$ cat src/rtl/load_store_unit_rv32i.sv
// RV32I load/store unit. It checks alignment, issues one request at a time on a
// req/gnt/rvalid memory port, and returns extended scalar or multi-beat vector data.
module load_store_unit_rv32i #(
  parameter int ADDR_W = 32,
  parameter int VBEATS = 4
) (
  input  logic                   clk,
  input  logic                   rst_n,
  input  logic                   req_valid,
  output logic                   req_ready,
  input  logic                   is_store,
  input  logic [2:0]             width,
  input  logic [ADDR_W-1:0]      addr,
  input  logic [31:0]            st_data,
  input  logic [VBEATS*32-1:0]   st_vdata,
  output logic                   resp_valid,
  output logic                   resp_err,
  output logic [31:0]            ld_data,
  output logic [VBEATS*32-1:0]   ld_vdata,
  output logic                   mem_req,
  output logic                   mem_we,
  output logic [ADDR_W-1:0]      mem_addr,
  output logic [3:0]             mem_be,
  output logic [31:0]            mem_wdata,
  input  logic                   mem_gnt,
  input  logic                   mem_rvalid,
  input  logic [31:0]            mem_rdata
);
  localparam int BW = (VBEATS > 1) ? $clog2(VBEATS) : 1;
  localparam logic [2:0] W_B = 3'd0, W_H = 3'd1, W_W = 3'd2, W_BU = 3'd3, W_HU = 3'd4, W_V = 3'd5;

  typedef enum logic [1:0] {IDLE, REQ, WAIT_R, RESP} state_t;
  state_t state, state_nxt;

  logic                 is_store_q;
  logic [2:0]           width_q;
  logic                 err_q;
  logic [BW-1:0]        beat;
  logic [ADDR_W-1:0]    addr_q;
  logic [31:0]          st_data_q;
  logic [VBEATS*32-1:0] st_vdata_q;
  logic                 accept, misaligned, last_beat, beat_done;

  function automatic logic misalign(input logic [2:0] w, input logic [3:0] a);
    case (w)
      W_B, W_BU: misalign = 1'b0;
      W_H, W_HU: misalign = a[0];
      W_W:       misalign = |a[1:0];
      W_V:       misalign = |a;
      default:   misalign = 1'b1;
    endcase
  endfunction

  function automatic logic [31:0] extract_lane(input logic [2:0] w, input logic [1:0] a,
                                               input logic [31:0] d);
    logic [7:0]  b;
    logic [15:0] h;
    b = d[8*a +: 8];
    h = a[1] ? d[31:16] : d[15:0];
    case (w)
      W_B:     extract_lane = {{24{b[7]}}, b};
      W_BU:    extract_lane = {24'b0, b};
      W_H:     extract_lane = {{16{h[15]}}, h};
      W_HU:    extract_lane = {16'b0, h};
      default: extract_lane = d;
    endcase
  endfunction

  assign accept     = (state == IDLE) && req_valid;
  assign misaligned = misalign(width, addr[3:0]);
  assign last_beat  = (width_q != W_V) || (beat == BW'(VBEATS - 1));
  assign beat_done  = ((state == REQ) && mem_gnt && is_store_q) || ((state == WAIT_R) && mem_rvalid);

  always_ff @(posedge clk or negedge rst_n) begin
    if (!rst_n) state <= IDLE;
    else        state <= state_nxt;
  end

  always_comb begin
    state_nxt  = state;
    req_ready  = 1'b0;
    mem_req    = 1'b0;
    resp_valid = 1'b0;
    resp_err   = 1'b0;
    case (state)
      IDLE: begin
        req_ready = 1'b1;
        if (req_valid) state_nxt = misaligned ? RESP : REQ;
      end
      REQ: begin
        mem_req = 1'b1;
        if (mem_gnt) state_nxt = !is_store_q ? WAIT_R : (last_beat ? RESP : REQ);
      end
      WAIT_R: if (mem_rvalid) state_nxt = last_beat ? RESP : REQ;
      RESP: begin
        resp_valid = 1'b1;
        resp_err   = err_q;
        state_nxt  = IDLE;
      end
      default: state_nxt = IDLE;
    endcase
  end

  // Memory port drive: only meaningful while a request is outstanding, zero otherwise
  always_comb begin
    mem_we    = 1'b0;
    mem_addr  = '0;
    mem_be    = 4'b0000;
    mem_wdata = 32'b0;
    if (state == REQ) begin
      mem_we   = is_store_q;
      mem_addr = {addr_q[ADDR_W-1:2], 2'b00} + (ADDR_W'(beat) << 2);
      case (width_q)
        W_B, W_BU: begin
          mem_be    = 4'b0001 << addr_q[1:0];
          mem_wdata = {4{st_data_q[7:0]}};
        end
        W_H, W_HU: begin
          mem_be    = 4'b0011 << addr_q[1:0];
          mem_wdata = {2{st_data_q[15:0]}};
        end
        W_V: begin
          mem_be    = 4'hF;
          mem_wdata = st_vdata_q[32*beat +: 32];
        end
        default: begin
          mem_be    = 4'hF;
          mem_wdata = st_data_q;
        end
      endcase
    end
  end

  always_ff @(posedge clk or negedge rst_n) begin
    if (!rst_n) begin
      is_store_q <= 1'b0;
      width_q    <= 3'd0;
      err_q      <= 1'b0;
      beat       <= '0;
      ld_data    <= 32'b0;
      ld_vdata   <= '0;
    end else begin
      if (accept) begin
        is_store_q <= is_store;
        width_q    <= width;
        err_q      <= misaligned;
        beat       <= '0;
      end else if (beat_done) begin
        beat <= beat + 1'b1;
      end
      if ((state == WAIT_R) && mem_rvalid) begin
        if (width_q == W_V) ld_vdata[32*beat +: 32] <= mem_rdata;
        else                ld_data <= extract_lane(width_q, addr_q[1:0], mem_rdata);
      end
    end
  end

  // Request operands: only observed while busy, so no reset needed
  always_ff @(posedge clk) begin
    if (accept) begin
      addr_q     <= addr;
      st_data_q  <= st_data;
      st_vdata_q <= st_vdata;
    end
  end
endmodule

$ cat config.mk
export PLATFORM = sky130hd
export DESIGN_NAME = load_store_unit_rv32i
export DESIGN_NICKNAME = d
export VERILOG_FILES = /design/src/rtl/load_store_unit_rv32i.sv
export SDC_FILE = /design/constraint.sdc
export NUM_CORES = 1
export LEC_CHECK = 0
export BUFFER_PORTS_ARGS = -buffer_cell sky130_fd_sc_hd__clkbuf_2
export CORE_AREA = 3 3 182 184
export CTS_BUF_LIST = sky130_fd_sc_hd__clkbuf_4
export DETAILED_ROUTE_END_ITERATION = 16
export DIE_AREA = 0 0 185 187
export GPL_TIMING_DRIVEN = 1
export HOLD_SLACK_MARGIN = 0.06
export PLACE_DENSITY = 0.77
export RECOVER_POWER = 100
export SLEW_MARGIN = 20
export SYNTH_ARGS = -nofsm -noshare
export SYNTH_HDL_FRONTEND = slang
export SYNTH_SLANG_ARGS = --single-unit
$ cat constraint.sdc
create_clock -name clk -period 12.3 [get_ports clk]
set_input_delay 1.23 -clock clk [delete_from_list [all_inputs] [get_ports clk]]
set_output_delay 1.23 -clock clk [all_outputs]
set_load 0.05 [all_outputs]
==> impl_summary.txt, run 1 <==
----------------------------------------------------
[Routing]
  DRC Markers ... 0
  Count of nets left with antenna violations after detail routing ... 0
  Post-detailed-route via-to-cell ratio ... ~5.7
  Starting DRC count in detailed routing ... 1061
  Drt first pass iters ... 5
  Final wirelength ... 51000 um
  DR vias ... 13463
  WL per Instance ... 21.7 um

[Critical path]
  Worst-case register-to-register setup slack ... 6.09 ns
  FF-to-FF Start ... state[0]
  Cell with the most instances on the worst path ... sky130_fd_sc_hd__clkbuf_1
  Type of the worst setup path ... input pin to register
  Worst Setup Start Kind ... input pin
  CP startpoint ... req_valid
  Critical Path Fanout Max ... 87
  Worst reg2reg path endpoint ... st_vdata_q[33]
  Cell with the largest stage delay on the worst path ... sky130_fd_sc_hd__clkbuf_1
  Slowest cell delay on critical path ... 3.22 ns
  Cells traversed along the worst timing path ... clkbuf_2 > nor3b_1 > clkbuf_1 > clkbuf_1
  Kind of capture point of the worst setup path ... register
  CP arrival ... about 6.5 ns
  Cell count of the worst reg-to-reg path ... 3
  Required time of the critical path ... between 10 and 15 ns

[Timing]
  Post-Route Skew ... around 0.039 ns
  Share of the clock period used by the worst path ... 0.508
  Measured slew at the worst slew-check pin ... between 4 and 5 ns
  Fin. max-slew vios ... 700
  Setup violators final ... 0
  Total negative slack for setup checks ... 0 ns
  Post-layout min period ... 6.25 ns
  Relative slew slack ... -2.28
  RSZ-0062 raised after global routing ... no
  Hold violation total from the final report ... 0
  Highest clock frequency the design can meet ... 160 MHz

[GRT]
  Wire length of the first global-routing pass ... about 77000 um
  Gr usage total ... 0.290
  Via count of the first global-routing pass ... approximately 13000
  Maximum number of pins on one net before global-route repair ... 92
  Final global-route overflow total ... 0
  Antenna violations before repair ... 1

[Placement]
  Final RePlAce weighted congestion ... around 0.90
  Placed insts ... approximately 2200
  Half-perimeter wire length after placement ... 36100 um
  Buffers added on ports ... 463

[Floorplanning]
  Initial core utilization ... 0.508
  Height of the die ... between 150 and 200 um
  I/O pin count ... about 470
  Full die area ... ~0.035 mm2
  Area of the core region ... between 0.03 and 0.04 mm2
  Number of placement rows ... 65
  Overall die width ... around 190 um

[Status]
  Status ... finished with violations
  Failing checks ... capacitance limit, slew limit

[Cells and area]
  Area growth, synth to finish ... 20.6%
  Final design utilization ... 0.613
  Fraction of layout instances using a drive strength above 1 ... 0.214
  Number of standard cells in the layout, taps in and fillers out ... roughly 2300
  Number of nets in the finished design ... approximately 2100

[Hold path]
  Startpoint of the tightest hold check path ... ld_vdata[91]
  Hold Crit Class ... register to register
  Count of cells along the worst hold path ... 2
  Hold Crit Endpoint ... ld_vdata[91]

[Logic synthesis]
  Post-synth top area cell ... sky130_fd_sc_hd__edfxtp_1
  Seq cells post-synth ... between 300 and 400
  Dominant cells by area after synthesis ... sky130_fd_sc_hd__edfxtp_1, sky130_fd_sc_hd__dfrtp_1, sky130_fd_sc_hd__nand2_1, sky130_fd_sc_hd__o21ai_0, sky130_fd_sc_hd__mux4_2
  Mean instance size in the synthesized netlist ... approximately 11 um2
  Post-synth cell types ... 66
  Proportion of synthesized chip area in sequential cells ... 0.623
  Async set-reset flop share out of synthesis ... 0.468
  Post-synthesis cell count ... between 1000 and 1500
  Number of enable flip-flop cells after synthesis ... 192
  Most common cell in the synthesized netlist ... sky130_fd_sc_hd__nand2_1
  Top_reg_cell synth ... sky130_fd_sc_hd__edfxtp_1
  Syn Std Cell Area ... around 0.016 mm2
  Yosys warning count ... 0
  Most frequent cells after synthesis ... sky130_fd_sc_hd__nand2_1, sky130_fd_sc_hd__edfxtp_1, sky130_fd_sc_hd__o21ai_0
  Area share of the largest cell type after synthesis ... 0.360

[Clock tree]
  Post-CTS repair timing setup buffer count ... 0
  Root buffer cell ... sky130_fd_sc_hd__clkbuf_4
  Clock sink total ... around 360
  Clock network latency to the later pin of the worst-skew pair ... ~0.72 ns
  Number of H-tree branching levels ... 3
  Number of gates given a new drive strength after cts ... 0
  Clock tree from TritonCTS ... yes
  Maximum clock insertion buffer count ... 3
  Total CTS buffers ... between 90 and 100
  CTS Hold Bufs ... 0
  Clock-pin slew on the worst setup and hold paths ... around 0.06 ns

[Run]
  Max-cap check violation count ... 12

[Pwr]
  Pleak ... roughly 0.0076 uW
  Power density over the cells ... ~250 mW/mm2
  Worst-case vdd ir drop ... approximately 0.18 mV

----------------------------------------------------
==> worst max path at each step <==
stage                     endpoint  slack (ns)  cells past startpoint
finish              st_vdata_q[33]        6.05                      4
global placement     mem_wdata[20]        8.09                      5
global route         st_vdata_q[2]        5.53                      3
floorplan                 state[1]        2.35                      4
CTS                  mem_wdata[21]        7.07                      5
detailed placement   mem_wdata[21]        7.88                      5
==> critical path, delay by kind of cell <==
family / cells / cell delay (ns)
buffers and inverters: 3 / 4.91
and+or+nand+nor: 1 / 0.26
==> state kept, by name (all words and copies together), names as in the netlist <==
name and count:
ld_vdata 128, beat 2, err_q 1, is_store_q 1, ld_data 32, addr_q 32
state 2, st_vdata_q 128, st_data_q 32, width_q 3
==> per-layer routing <==
metal  global-route usage  up-vias  part of all wire
li1                     -     6112                 -
met1                0.359     6404              0.37
met2                0.471      788              0.48
met3               0.0685      159             0.097
met4                0.154        0             0.052
met5                    0        -                 0
==> power by group <==
group | total, uW | internal [uW] | switching [uW]
Sequential | 1760 | 1580 | 184
Combinational | 2130 | 525 | 1610
Clock | 1030 | 564 | 468
==> through the flow <==
stage / setup slack, ns / hold WS [ns] / instance area, um2 / total power (uW)
global placement: 8.09 / 0.460 / 18600 / 3910
CTS: 7.07 / 0.482 / 19700 / 4990
detailed placement: 7.88 / 0.469 / 18600 / 3950
floorplan: 2.35 / 0.442 / 16000 / 3350
finish: 6.05 / 0.475 / 19300 / 4930
global route: 5.53 / 0.499 / 19300 / 5200
==> cells by family (layout without fill, tap and decap cells) <==
group | count (synthesis) | count (layout) | synth area share
adders and majority gates | 8 | 8 | 0.00671
and+or+nand+nor | 504 | 504 | 0.139
buffers and inverters | 116 | 641 | 0.0317
other | 1 | 4 | 0.000234
xor gates and xnor gates | 12 | 12 | 0.00655
muxes | 47 | 47 | 0.0553
DFF | 361 | 361 | 0.623
AOI/OAI and AO/OA | 366 | 366 | 0.137
==> area by class of cell <==
cell class | instances | area, um2
sequential | 361 | 10000
clock buffer | 136 | 1020
antenna | 2 | 5.00
multi-input combinational | 939 | 5530
timing repair buffer | 479 | 2090
clock inverter | 16 | 151
tap | 402 | 503
inverter | 10 | 37.5
fill | 2712 | 12200
==> placed cells by master (no fill, tap or decap), drive strengths merged, types with 8 or more instances in the layout <==
master  Yosys  final
o31ai      15     15
nand2     344    344
o22ai      22     22
o21ai     181    181
and2       13     13
nand2b     21     21
a21oi      72     72
mux4       33     33
mux2i      11     11
buf        34     10
clkbuf     72    605
edfxtp    192    192
a211oi      9      9
xor2        8      8
dfrtp     169    169
nor3       12     12
o211ai      8      8
inv        10     12
nand3      12     12
clkinv      0      9
o221ai      9      9
nor2       43     43
nor2b      15     15
nand4      10     10
(Power assumes the default switching activity.)
==> run 2: changes to the inputs <==
==> constraint.sdc (replaced) <==
create_clock -name clk -period 5.85 [get_ports clk]
set_input_delay 0.585 -clock clk [delete_from_list [all_inputs] [get_ports clk]]
set_output_delay 0.585 -clock clk [all_outputs]
set_load 0.05 [all_outputs]
==> run 2 against run 1 <==
The flow still finishes with violations (capacitance limit, slew limit). Clock power up 130%. Clock skew increased by 0.023 ns. Critical path type is now register to output port. Setup slack worse by 5.3 ns. Total power up 120%. Sequential share of layout area down 5.0 points. Die area stayed put. Combinational power rose by 120%. Largest power group unchanged. Cell count up 8.8%. Wire length up 15%. Register-to-register slack lost 4.8 ns. Clock-buffer cell count increased by 9.
==> impl_summary.txt, run 2 (same netlist as run 1, synthesis figures left out) <==
----------------------------------------------------
[Timing]
  Total negative slack for setup checks ... 0 ns (unchanged)
  Final Worst Setup Slack ... 0.759 ns (-5.29 ns)
  Measured slew at the worst slew-check pin ... 2.34 ns (-2.57 ns)
  Fin. max-slew vios ... 267 (-62%)
  Post-layout min period ... roughly 5.1 ns
  Post-Route Skew ... 0.0619 ns (+0.0226 ns)
  Setup violators final ... 0 (unchanged)
  Hold violation total from the final report ... 0 (unchanged)
  Highest clock frequency the design can meet ... a little under 200 MHz
  RSZ-0062 raised after global routing ... no
  Share of the clock period used by the worst path ... 0.870
  Relative slew slack ... -0.564 (+1.71)

[Clock tree]
  Clock network latency to the later pin of the worst-skew pair ... 0.82 ns (+0.10 ns)
  Clock tree from TritonCTS ... yes
  Post-CTS repair timing setup buffer count ... 0 (unchanged)
  Clock sink total ... 361 (unchanged)
  Clock-pin slew on the worst setup and hold paths ... 0.07 ns (about the same)
  Root buffer cell ... sky130_fd_sc_hd__clkbuf_4
  Total CTS buffers ... 94 (+2.2%)
  Maximum clock insertion buffer count ... 3 (unchanged)
  Number of H-tree branching levels ... 3 (unchanged)

[Routing]
  DRC Markers ... 0 (unchanged)
  Post-detailed-route via-to-cell ratio ... 5.85 (+2.0%)
  Starting DRC count in detailed routing ... 1581 (+49%)
  DR vias ... 14933 (+11%)
  Count of nets left with antenna violations after detail routing ... 0 (unchanged)
  Drt first pass iters ... 7 (+2)
  Final wirelength ... 58900 um (+15%)
  WL per Instance ... 23.1 um (+6.1%)

[GRT]
  Antenna violations before repair ... 1 (unchanged)
  Via count of the first global-routing pass ... 14812 (+11%)
  Gr usage total ... 0.333 (+0.0432)
  Final global-route overflow total ... 0 (unchanged)
  Wire length of the first global-routing pass ... 87900 um (+14%)
  Maximum number of pins on one net before global-route repair ... 189 (+110%)

[Critical path]
  Cell count of the worst reg-to-reg path ... 4 (+1)
  Kind of capture point of the worst setup path ... output port
  Crit-path leading delay family ... flip-flops
  Required time of the critical path ... 5.27 ns (-7.23 ns)
  Critical Path Fanout Max ... 59 (-32%)
  Type of the worst setup path ... register to output port
  Cells traversed along the worst timing path ... nand2b_1 > nand2_1 > o21ai_0 > a21oi_1 > clkbuf_2
  CP arrival ... 4.51 ns (-1.94 ns)
  Bufs and invs on worst path ... 1 (-2)
  Cell with the largest stage delay on the worst path ... sky130_fd_sc_hd__dfrtp_1
  Depth of the critical timing path with buffers and inverters included ... 5 (+1)
  Slowest cell delay on critical path ... 1.44 ns (-1.78 ns)
  Worst Setup Start Kind ... register

[Floorplanning]
  I/O pin count ... 466 (unchanged)
  Height of the die ... 187 um (unchanged)
  Number of placement rows ... 65 (unchanged)
  Initial core utilization ... 0.508 (unchanged)
  Overall die width ... 185 um (unchanged)
  Area of the core region ... 0.0316 mm2 (unchanged)
  Full die area ... 0.0346 mm2 (unchanged)

[Hold path]
  Hold Crit Class ... input pin to register
  Count of cells along the worst hold path ... 3 (+1)

[Pwr]
  Pleak ... 0.00837 uW (+11%)
  Share of total power in the clock network ... 0.224 (+0.015)
  Switching share of total power ... 0.465 (+0.00669)
  Proportion of power drawn by combinational gates ... 0.430 (-0.003)
  Internal power of the cells ... 5760 uW (+120%)
  Seq pwr share ... 0.346 (-0.012)
  Worst-case vdd ir drop ... 0.354 mV (+100%)
  Switching power ... 5010 uW (+120%)
  Power density over the cells ... 503 mW/mm2 (+97%)

[Cells and area]
  Most common cell after layout, fill and taps aside ... sky130_fd_sc_hd__nand2_1
  Most used cells in the layout excluding fill and tap cells ... sky130_fd_sc_hd__nand2_1, sky130_fd_sc_hd__clkbuf_1, sky130_fd_sc_hd__dlygate4sd3_1
  Number of nets in the finished design ... 2321 (+9.3%)
  Fraction of layout instances using a drive strength above 1 ... 0.186 (-0.0275)
  Number of standard cells in the layout, taps in and fillers out ... 2551 (+8.8%)
  Final design utilization ... 0.679 (+0.0659)
  Filler cell count in the final layout ... 2401 (-11%)
  Registers with the most flip-flops ... ld_vdata (128), st_vdata_q (128)
  Area growth, synth to finish ... 33.5%

[Status]
  Status ... finished with violations
  Failing checks ... capacitance limit, slew limit

[Placement]
  Setup Slack @ Placement ... 2.12 ns (-5.77 ns)
  Final RePlAce weighted congestion ... 0.872 (-2.8%)
  Placed insts ... 2189 (-0.091%)
  Buffers added on ports ... 463 (unchanged)
  Half-perimeter wire length after placement ... 35600 um (-1.6%)

[Run]
  Max-cap check violation count ... 7 (-5)

----------------------------------------------------
==> run 2: per-stage QoR <==
step                total power [uW]  instance area (um2)  hold WS [ns]
finish                         10800                21400         0.177
CTS                            10700                21800         0.104
global placement                8230                18600         0.458
global route                   11300                21400         0.148
detailed placement              8300                18600         0.459
floorplan                       7020                16100         0.289
==> run 2: routing by layer <==
| layer | global-route usage | vias to the layer above | wire [um] |
|---|---|---|---|
| met1 | 0.404 | 7082 | 20900 |
| li1 | - | 6506 | - |
| met2 | 0.542 | 1099 | 28300 |
| met4 | 0.185 | 0 | 3610 |
| met5 | 0 | - | 0 |
| met3 | 0.0852 | 246 | 6060 |
==> run 2: power groups by stage <==
stage	logic (uW)	clock network, uW	registers (uW)
floorplan	2690	0	4330
global placement	4520	0	3710
detailed placement	4560	0	3740
CTS	4680	2360	3690
global route	4910	2580	3780
finish	4640	2410	3730
==> run 2: worst reg2reg max path, stage by stage (launching register included) <==
cell and delay [ns]:
sky130_fd_sc_hd__dfrtp_1 1.44, sky130_fd_sc_hd__and3b_1 0.31, sky130_fd_sc_hd__buf_4 0.36, sky130_fd_sc_hd__nand3_1 1.53, sky130_fd_sc_hd__o21ai_0 0.74
==> run 2: layout make-up <==
| type | instances | area [um2] | share of cell area |
|---|---|---|---|
| sequential | 361 | 10000 | 0.467 |
| timing repair buffer | 674 | 4050 | 0.189 |
| tap | 402 | 503 | 0.0235 |
| clock inverter | 18 | 184 | 0.00859 |
| antenna | 2 | 5.00 | 0.000234 |
| clock buffer | 145 | 1090 | 0.0508 |
| inverter | 10 | 37.5 | 0.00175 |
| multi-input combinational | 939 | 5550 | 0.259 |
==> run 2: final timing paths <==
kind                                    from            end  slack, ns
max in group asynchronous              rst_n    ld_data[20]       4.07
worst min-delay path            mem_rdata[1]   ld_vdata[33]       0.18
worst max-delay path              width_q[2]  mem_wdata[12]       0.76
min in group asynchronous              rst_n          err_q       0.47
worst min register to register         err_q          err_q       0.47
worst max register to register    width_q[2]   ld_vdata[66]       1.32
==> run 2: what timing repair did <==
item	CTS	global route
setup endpoints to repair	0	0
resized for setup	0	0
hold buffers	197	0
hold endpoints to repair	283	0
==> run 3: changes to the inputs <==
==> constraint.sdc (replaced) <==
create_clock -name clk -period 5.85 [get_ports clk]
set_input_delay 1.755 -clock clk [delete_from_list [all_inputs] [get_ports clk]]
set_output_delay 1.755 -clock clk [all_outputs]
set_load 0.05 [all_outputs]
==> run 3 against run 2 <==
The flow still finishes with violations (capacitance limit, slew limit). Worst hold slack gained 0.30 ns. Non-clock buffer count decreased by 191. Clock-buffer cell count is 4 lower. Total power is 3.7% lower. Utilization fell by 6.4 points. Global-route usage fell by 3.7 points. Combinational power shrank 2%. Sequential power is 2% lower. Register-to-register slack better by 0.46 ns.
==> impl_summary.txt, run 3 (same netlist as run 1, synthesis figures left out) <==
----------------------------------------------------
[Critical path]
  Type of the worst setup path ... register to output port
  Crit-path leading delay family ... buffers and inverters
  Slowest cell delay on critical path ... 0.96 ns (-0.48 ns)
  Cell with the largest stage delay on the worst path ... sky130_fd_sc_hd__dfrtp_2
  Cells traversed along the worst timing path ... and3b_1 > clkbuf_1 > nand2_1 > a21oi_1 > clkbuf_2
  Required time of the critical path ... 4.09 ns (-1.18 ns)
  Critical Path Fanout Max ... 59 (unchanged)
  Bufs and invs on worst path ... 2 (+1)
  Kind of capture point of the worst setup path ... output port
  CP arrival ... 3.78 ns (-0.73 ns)
  Worst Setup Start Kind ... register

[Floorplanning]
  Area of the core region ... 0.0316 mm2 (unchanged)
  Number of placement rows ... 65 (unchanged)
  Full die area ... 0.0346 mm2 (unchanged)
  Initial core utilization ... 0.508 (unchanged)
  Overall die width ... 185 um (unchanged)
  Height of the die ... 187 um (unchanged)
  I/O pin count ... 466 (unchanged)

[Clock tree]
  Clock sink total ... 361 (unchanged)
  Clock network latency to the later pin of the worst-skew pair ... 0.76 ns (-0.06 ns)
  Number of gates given a new drive strength after cts ... 0 (unchanged)
  Clock tree from TritonCTS ... yes
  Number of H-tree branching levels ... 3 (unchanged)
  Total CTS buffers ... 94 (unchanged)
  Post-CTS repair timing setup buffer count ... 0 (unchanged)
  Clock-pin slew on the worst setup and hold paths ... 0.06 ns (about the same)
  CTS Hold Bufs ... 0 (-100%)
  Root buffer cell ... sky130_fd_sc_hd__clkbuf_4
  Maximum clock insertion buffer count ... 3 (unchanged)

[GRT]
  Gr usage total ... 0.296 (-0.0370)
  Maximum number of pins on one net before global-route repair ... 134 (-29%)
  Antenna violations before repair ... 2 (+1)
  Wire length of the first global-routing pass ... 77800 um (-11%)
  Via count of the first global-routing pass ... 13191 (-11%)
  Final global-route overflow total ... 0 (unchanged)

[Timing]
  Hold violation total from the final report ... 0 (unchanged)
  Setup violators final ... 0 (unchanged)
  Highest clock frequency the design can meet ... 181 MHz (-8.0%)
  Fin. max-slew vios ... 578 (+120%)
  Relative slew slack ... -0.845 (-0.281)
  Final Worst Setup Slack ... 0.315 ns (-0.444 ns)
  RSZ-0062 raised after global routing ... no
  Post-Route Skew ... 0.0483 ns (-0.0136 ns)
  Measured slew at the worst slew-check pin ... 2.77 ns (+0.427 ns)
  Share of the clock period used by the worst path ... 0.946 (+0.0759)
  Post-layout min period ... 5.53 ns (+0.444 ns)

[Run]
  Max-cap check violation count ... 12 (+5)

[Pwr]
  Pleak ... 0.00768 uW (-8.3%)
  Overall Power ... 10400 uW (-3.7%)
  Power density over the cells ... 535 mW/mm2 (+6.3%)
  Worst-case vdd ir drop ... 0.350 mV (-0.94%)

[Routing]
  Final wirelength ... 51900 um (-12%)
  Post-detailed-route via-to-cell ratio ... 5.71 (-2.4%)
  DRC Markers ... 0 (unchanged)
  DR vias ... 13460 (-9.9%)
  WL per Instance ... 22.0 um (-4.6%)
  Drt first pass iters ... 5 (-2)
  Starting DRC count in detailed routing ... 979 (-38%)
  Count of nets left with antenna violations after detail routing ... 0 (unchanged)

[Placement]
  Placement Cell Area ... 0.0186 mm2 (+0.24%)
  Final RePlAce weighted congestion ... 0.909 (+4.3%)
  Buffers added on ports ... 463 (unchanged)
  Placed insts ... 2195 (+0.27%)
  Setup Slack @ Placement ... 1.12 ns (-0.992 ns)
  Half-perimeter wire length after placement ... 37100 um (+4.3%)

[Hold path]
  Hold Crit Class ... register to register

[Cells and area]
  Number of standard cells in the layout, taps in and fillers out ... 2357 (-7.6%)
  Area growth, synth to finish ... 21.0%
  Fraction of layout instances using a drive strength above 1 ... 0.228 (+0.0413)
  Registers with the most flip-flops ... ld_vdata (128), st_vdata_q (128)
  Number of nets in the finished design ... 2130 (-8.2%)
  Filler cell count in the final layout ... 2679 (+12%)
  Finished layout cell area ... 0.0194 mm2 (-9.4%)
  Total area of multi-input combinational cells ... 0.00553 mm2 (-0.34%)
  Most common cell after layout, fill and taps aside ... sky130_fd_sc_hd__nand2_1
  Seq. cell area ... 0.0100 mm2 (about the same)
  Most used cells in the layout excluding fill and tap cells ... sky130_fd_sc_hd__nand2_1, sky130_fd_sc_hd__clkbuf_1, sky130_fd_sc_hd__clkbuf_2

[Status]
  Status ... finished with violations
  Failing checks ... capacitance limit, slew limit

----------------------------------------------------
## run 3: metal layers
metal  GRT usage  wire [um]
met5           0          0
met4       0.140       2470
met3      0.0799       5330
met2       0.492      25300
met1       0.359      18800
## run 3: final cells by class
| type | instances | area share |
|---|---|---|
| clock inverter | 17 | 0.00626 |
| timing repair buffer | 483 | 0.110 |
| clock buffer | 141 | 0.0546 |
| tap | 402 | 0.0259 |
| multi-input combinational | 939 | 0.285 |
| antenna | 4 | 0.000516 |
| sequential | 361 | 0.516 |
| inverter | 10 | 0.00194 |
## run 3: worst register-to-register path: cells and delay by family (launching register included)
family / cells / cell delay, ns
AO/OA/AOI/OAI: 1 / 0.16
flip-flops: 1 / 0.96
AND/OR/NAND/NOR: 3 / 2.74
## run 3: per-stage QoR
| step | TNS (ns) | hold WS [ns] | utilization |
|---|---|---|---|
| floorplan | -276.92 | 0.442 | - |
| global placement | 0 | 0.460 | 0.590 |
| detailed placement | 0 | 0.460 | 0.590 |
| CTS | 0 | 0.477 | 0.627 |
| global route | 0 | 0.495 | 0.614 |
| finish | 0 | 0.473 | 0.615 |
## run 3: final timing paths
path	start	slack (ns)	cells after the start	to
max reg2reg	width_q[2]	1.78	4	ld_vdata[66]
min in group asynchronous	rst_n	1.89	1	ld_vdata[73]
min	ld_vdata[67]	0.47	2	ld_vdata[67]
max in group asynchronous	rst_n	1.27	2	ld_data[27]
max	width_q[2]	0.32	5	mem_wdata[0]
min reg2reg	ld_vdata[67]	0.47	2	ld_vdata[67]
## run 3: report_power, final
part | internal [uW] | switching [uW]
Combinational | 1120 | 3430
Sequential | 3300 | 357
Clock | 1180 | 991
